`config.mk`:
```
export PLATFORM = sky130hd
export DESIGN_NAME = load_store_unit
export DESIGN_NICKNAME = d
export VERILOG_FILES = /design/src/rtl/load_store_unit.sv
export SDC_FILE = /design/constraint.sdc
export NUM_CORES = 1
export LEC_CHECK = 0
export ABC_CLOCK_PERIOD_IN_PS = 3300
export CORE_MARGIN = 4
export CORE_UTILIZATION = 43
export CTS_CLUSTER_SIZE = 30
export DETAILED_ROUTE_END_ITERATION = 10
export PLACE_DENSITY = 0.85
export SLEW_MARGIN = 20
export SYNTH_ARGS = -nofsm -noshare
export SYNTH_HDL_FRONTEND = slang
export SYNTH_SLANG_ARGS = --single-unit
```
`constraint.sdc`:
```
create_clock -name CLK -period 3.3 [get_ports CLK]
set_input_delay 0.66 -clock CLK [delete_from_list [all_inputs] [get_ports CLK]]
set_output_delay 0.66 -clock CLK [all_outputs]
set_load 0.01 [all_outputs]
```
`src/rtl/load_store_unit.sv`:
```
// RV32I load/store unit: turns byte/half/word requests into accesses on a
// word-wide memory with a one-cycle registered read; sub-word stores do read-modify-write.
module load_store_unit #(
  parameter int ADDR_W = 3
) (
  input  logic              CLK,
  input  logic              Reset,
  input  logic              Req,
  input  logic              IsStore,
  input  logic [2:0]        Funct3,
  input  logic [31:0]       Addr,
  input  logic [31:0]       StoreData,
  output logic              Ready,
  output logic              Done,
  output logic              Fault,
  output logic [31:0]       LoadData,
  output logic [ADDR_W-1:0] MemAddr,
  output logic [31:0]       MemWData,
  output logic              MemWE,
  input  logic [31:0]       MemRData
);

  typedef enum logic [2:0] {
    S_IDLE,
    S_RD,
    S_CAP,
    S_WR,
    S_FIN
  } state_t;

  state_t              r_state;
  state_t              w_nextState;
  logic                r_isStore;
  logic [2:0]          r_funct3;
  logic [ADDR_W+1:0]   r_addr;
  logic [31:0]         r_storeData;
  logic                r_fault;
  logic [31:0]         r_loadData;

  logic                w_accept;
  logic                w_illegal;
  logic                w_misaligned;
  logic                w_fault;
  logic [31:0]         w_shifted;
  logic [7:0]          w_byte;
  logic [15:0]         w_half;
  logic [31:0]         w_extended;
  logic [31:0]         w_merged;
  logic                w_unusedAddr;

  // Addresses wrap: only the bits that reach the memory port are kept.
  assign w_unusedAddr = ^Addr[31:ADDR_W+2];

  assign w_accept = (r_state == S_IDLE) && Req;

  always_comb begin
    w_illegal    = 1'b0;
    w_misaligned = 1'b0;
    if (IsStore) begin
      w_illegal = Funct3[2] || (Funct3[1:0] == 2'b11);
    end else begin
      w_illegal = (Funct3 == 3'b011) || (Funct3 == 3'b110) || (Funct3 == 3'b111);
    end
    case (Funct3[1:0])
      2'b01:   w_misaligned = Addr[0];
      2'b10:   w_misaligned = (Addr[1:0] != 2'b00);
      default: w_misaligned = 1'b0;
    endcase
  end

  assign w_fault = w_illegal || w_misaligned;

  always_comb begin
    w_nextState = r_state;
    case (r_state)
      S_IDLE: begin
        if (Req) begin
          if (w_fault)
            w_nextState = S_FIN;
          else if (IsStore && (Funct3 == 3'b010))
            w_nextState = S_WR;
          else
            w_nextState = S_RD;
        end
      end
      S_RD:    w_nextState = r_isStore ? S_WR : S_CAP;
      S_CAP:   w_nextState = S_FIN;
      S_WR:    w_nextState = S_FIN;
      S_FIN:   w_nextState = S_IDLE;
      default: w_nextState = S_IDLE;
    endcase
  end

  // Lane selection for loads and for the read-modify-write merge of sub-word stores.
  assign w_shifted = MemRData >> {r_addr[1:0], 3'b000};
  assign w_byte    = w_shifted[7:0];
  assign w_half    = r_addr[1] ? MemRData[31:16] : MemRData[15:0];

  always_comb begin
    case (r_funct3)
      3'b000:  w_extended = {{24{w_byte[7]}}, w_byte};
      3'b001:  w_extended = {{16{w_half[15]}}, w_half};
      3'b100:  w_extended = {24'd0, w_byte};
      3'b101:  w_extended = {16'd0, w_half};
      default: w_extended = MemRData;
    endcase
  end

  always_comb begin
    w_merged = MemRData;
    if (r_funct3 == 3'b000)
      w_merged[{r_addr[1:0], 3'b000} +: 8] = r_storeData[7:0];
    else if (r_addr[1])
      w_merged[31:16] = r_storeData[15:0];
    else
      w_merged[15:0] = r_storeData[15:0];
  end

  always_ff @(posedge CLK) begin
    if (Reset) begin
      r_state     <= S_IDLE;
      r_isStore   <= 1'b0;
      r_funct3    <= 3'b000;
      r_addr      <= '0;
      r_storeData <= 32'd0;
      r_fault     <= 1'b0;
      r_loadData  <= 32'd0;
    end else begin
      r_state <= w_nextState;
      if (w_accept) begin
        r_isStore   <= IsStore;
        r_funct3    <= Funct3;
        r_addr      <= Addr[ADDR_W+1:0];
        r_storeData <= StoreData;
        r_fault     <= w_fault;
      end
      if (r_state == S_CAP)
        r_loadData <= w_extended;
    end
  end

  assign Ready    = (r_state == S_IDLE);
  assign Done     = (r_state == S_FIN);
  assign Fault    = r_fault;
  assign LoadData = r_loadData;
  assign MemAddr  = r_addr[ADDR_W+1:2];
  assign MemWData = (r_isStore && (r_funct3[2:1] == 2'b00)) ? w_merged : r_storeData;
  assign MemWE    = (r_state == S_WR) && !Reset;

endmodule

```
==> results.md <==
- Yosys warns: 0
- Maxcap violations: 0
- Core box area: 9371 um2
- Critical Path Slowest Stage Cell: clkdlybuf4s50_1
- Post-synth EDFFs: 0
- Top Family by Delay on Critical Path: buffers and inverters
- Max-slew violations: 0
- Asr flop ratio synth: 0%
- Crit Path Max Fanout: 7
- Fin. Hold Viols: 0
- Leakage: 2.430 nW
- FP Rows: 35
- Peak supply drop: 274.4 uV
- Main combinational cell family by area after synthesis: compound AO/OA/AOI/OAI gates
- Slew headroom: 43.25%
- Worst setup startpoint: r_addr[1]
- Port Buffers: 146
- Num CTS Buffers: 9
- Crit path cell chain: inv_1 -> ha_1 -> nor2b_2 -> nand4b_1 -> a21oi_4 -> a221o_1 -> clkdlybuf4s50_1
- Setup TNS: 0 ns
- Residual DRC: 0
- Area grow syn2layout: 46.29%
- FMAX: 305.2 MHz
- Die area: 11,450 um2
- Global route overflow: 0
- Hold Startpoint: r_storeData[16]
- Htree depth: 3
- Worst Path Required: 2.64 ns
- Nets: 770
- Crit path DAT: 2.62 ns
- Longest Clk Path Bufs: 2
- Iter 0 DRT Violations: 385
- Gate Count Post-Synth: 522
- Tcrit/Tclk final: 99.27%
- Final setup viols: 0
- Post-DP HPWL: 10.59 mm
- Gr usage total: 24.71%
- Post-synthesis share of cell area spent on xor and xnor gates: 0%
- Die height: 107.0 um
- Largest net degree at the start of global routing: 74
- CTS tree: yes
- Ratio of cells with drive above 1 in the final layout: 9.187%
- Clock skew: 0.006532 ns
- Number of global-route vias before repair: 4,403
- Buf/Inv on CP: 2
- Worst-Skew Late Latency: 0.35 ns
- R2R depth: 4
- Main synth FF type: dfxtp_1
- Power per Cell Area: 449.7 nW/um2
- Syn_area_per_cell: 8.073 um2
- Synth Area in Adders: 2.375%
- Antenna Nets Post-Route: 0
- DRT Pass-1 Iters: 7
- Hold/Removal Path Class: flop to flop
- Routed wire length: 14.81 mm
- Worst-path clk slew: 0.08 ns
- CP Capture Type: output port
- Clk root buf: clkbuf_8
- Total vias in the final route: 4,698
- Ant diodes: 0
- Initial Util: 44.97%
- Mux contribution to synthesized area: 4.246%
- Multi-input logic area: 2474 um2
- Yosys reg bits: 77
- Worst slew pin tran: 0.8494 ns
- Worst Hold Depth: 2
- CTS Sinks: 77
- Mean routed wirelength per cell: 18.67 um
- Global-route wire length before repair: 22.51 mm
- Sequential share of the synthesized area: 36.58%
- WHS Endpoint: r_storeData[16]
- Worst flop-to-flop path startpoint: r_funct3[0]
- Reg-to-reg endpoint: LoadData[4]
- Final GP Congestion: 0.9297
- CP startpoint kind: flop
- Storage cell area: 1541 um2
- Die X: 107.0 um
- Post-synthesis compound-gate area fraction: 28.89%
- Top Ports: 174
- FF-to-FF setup slack: 1.05 ns
- Simple-Gate Fraction of Synth Area: 22.21%
- Total power: 2.772 mW
- Fin crit period: 3.276 ns
- Synth cell types: 47
- Initial antenna violation count: 0
- Synth Net Count: 633
- Fill count: 793
- Status: finished clean
- WS Path Type: flop to output port
- Synth Cell Area: 4214 um2
- Max stage delay on crit path: 0.56 ns
- Via density: 5.924
[cell usage in the layout, fill, tap and decap left out, types with 2 or more instances in the layout]
cell             instances
a221o_1                 16
nand2b_1                 3
dfxtp_1                 77
ha_1                     8
a31oi_1                  2
nor3_1                   5
nor2b_1                 10
bufinv_16                5
o31ai_1                  8
o41ai_1                  2
nor3_4                   2
dlymetal6s2s_1          16
inv_1                    6
mux2i_1                 10
a211oi_4                 2
nand4b_1                 2
clkbuf_8                 9
a221oi_1                15
a21oi_1                 44
a22o_1                  16
clkdlybuf4s50_1        128
nor2_1                  34
o21ai_0                  9
mux2_2                   7
nor4_1                   3
and2_0                  14
a211oi_1                33
a222oi_1                 7
o21a_1                   2
and2_1                   3
nand2_1                120
buf_4                   22
nor3b_1                  2
[cells in the mapped netlist (all sizes together), types with 3 or more instances]
library cell / number / area, um2
mux2: 7 / 78.83
dfxtp: 77 / 1541
a211oi: 35 / 280.3
and2: 17 / 106.4
buf: 23 / 131.4
o21ai: 9 / 45.04
nand2: 120 / 450.4
a21oi: 46 / 234.0
ha: 8 / 100.1
a221o: 16 / 160.2
a221oi: 15 / 131.4
clkbuf: 21 / 78.83
o31ai: 8 / 60.06
nor4: 4 / 31.28
nor3b: 3 / 22.52
a222oi: 7 / 70.07
nand2b: 3 / 18.77
nor2: 35 / 138.9
a22o: 16 / 140.1
nor3: 7 / 51.30
inv: 6 / 22.52
nor2b: 11 / 68.82
mux2i: 10 / 100.1
[per-layer routing]
layer	share of wire, %	GRT usage, %	vias to the layer above
met4	3.2	11.23	0
li1	-	-	2173
met3	11	6.141	42
met5	0	0	-
met2	47	39.52	295
met1	39	31.40	2188
[worst min-delay path, stage by stage, from the launching register on]
cell and delay, ns:
dfxtp_1 0.31, nand2_1 0.05, a21oi_1 0.05
[cells by family after synthesis]
kind of cell    Yosys count
compound gates          162
fa+ha+maj                 8
buf+inv                  52
flops                    77
mux                      17
simple gates            206
[power breakdown]
group,switching (mW),leakage (nW),internal [mW]
clock,0.358,0.141,0.657
sequential,0.0554,0.629,0.989
combinational,0.361,1.66,0.351
total,0.775,2.43,2.00
[flip-flops by register name (all words and copies together), names as in the netlist]
name         count
r_addr           5
LoadData        32
r_state          3
r_storeData     32
r_funct3         3
Fault            1
r_isStore        1
[worst max-delay path by stage]
stage	endpoint	slack [ns]	depth (start not counted)
6_report	MemWData[22]	0.02	7
5_1_grt	MemWData[14]	-0.07	7
4_1_cts	MemWData[9]	0.002	5
3_5_place_dp	MemWData[29]	0.21	5
3_3_place_gp	MemWData[28]	0.19	5
2_1_floorplan	MemWData[30]	0.37	7
[metrics by stage]
stage | hold slack, ns | utilization [%] | cell area (um2) | instances | worst slack [ns]
after detailed placement | 0.4456 | 61.40 | 5754 | 770 | 0.2139
final | 0.4562 | 65.78 | 6165 | 793 | 0.02393
after floorplan | 0.4317 | - | 4214 | 522 | 0.3704
after CTS | 0.4565 | 64.61 | 6055 | 786 | 0.001995
after global placement | 0.4416 | 61.40 | 5754 | 770 | 0.1927
after global routing | 0.4749 | 65.78 | 6165 | 793 | -0.06746
[layout make-up]
class / instances / share of cell area, %
Tap cell: 129 / 2.618
Multi-Input combinational cell: 394 / 40.13
Clock buffer: 10 / 2.070
Inverter: 8 / 0.4871
Timing Repair Buffer: 169 / 27.12
Clock inverter: 6 / 2.578
Sequential cell: 77 / 25.01
[what timing repair did]
action / 4_1_cts / 5_1_grt
hold buffers: 0 / 0
hold endpoints to repair: 0 / 0
cloned: 0 / 1
buffers inserted: 0 / 6
gates resized for setup: 4 / 20
pin swaps: 1 / 14
setup endpoints to repair: 20 / 31
(Power assumes the default switching activity.)
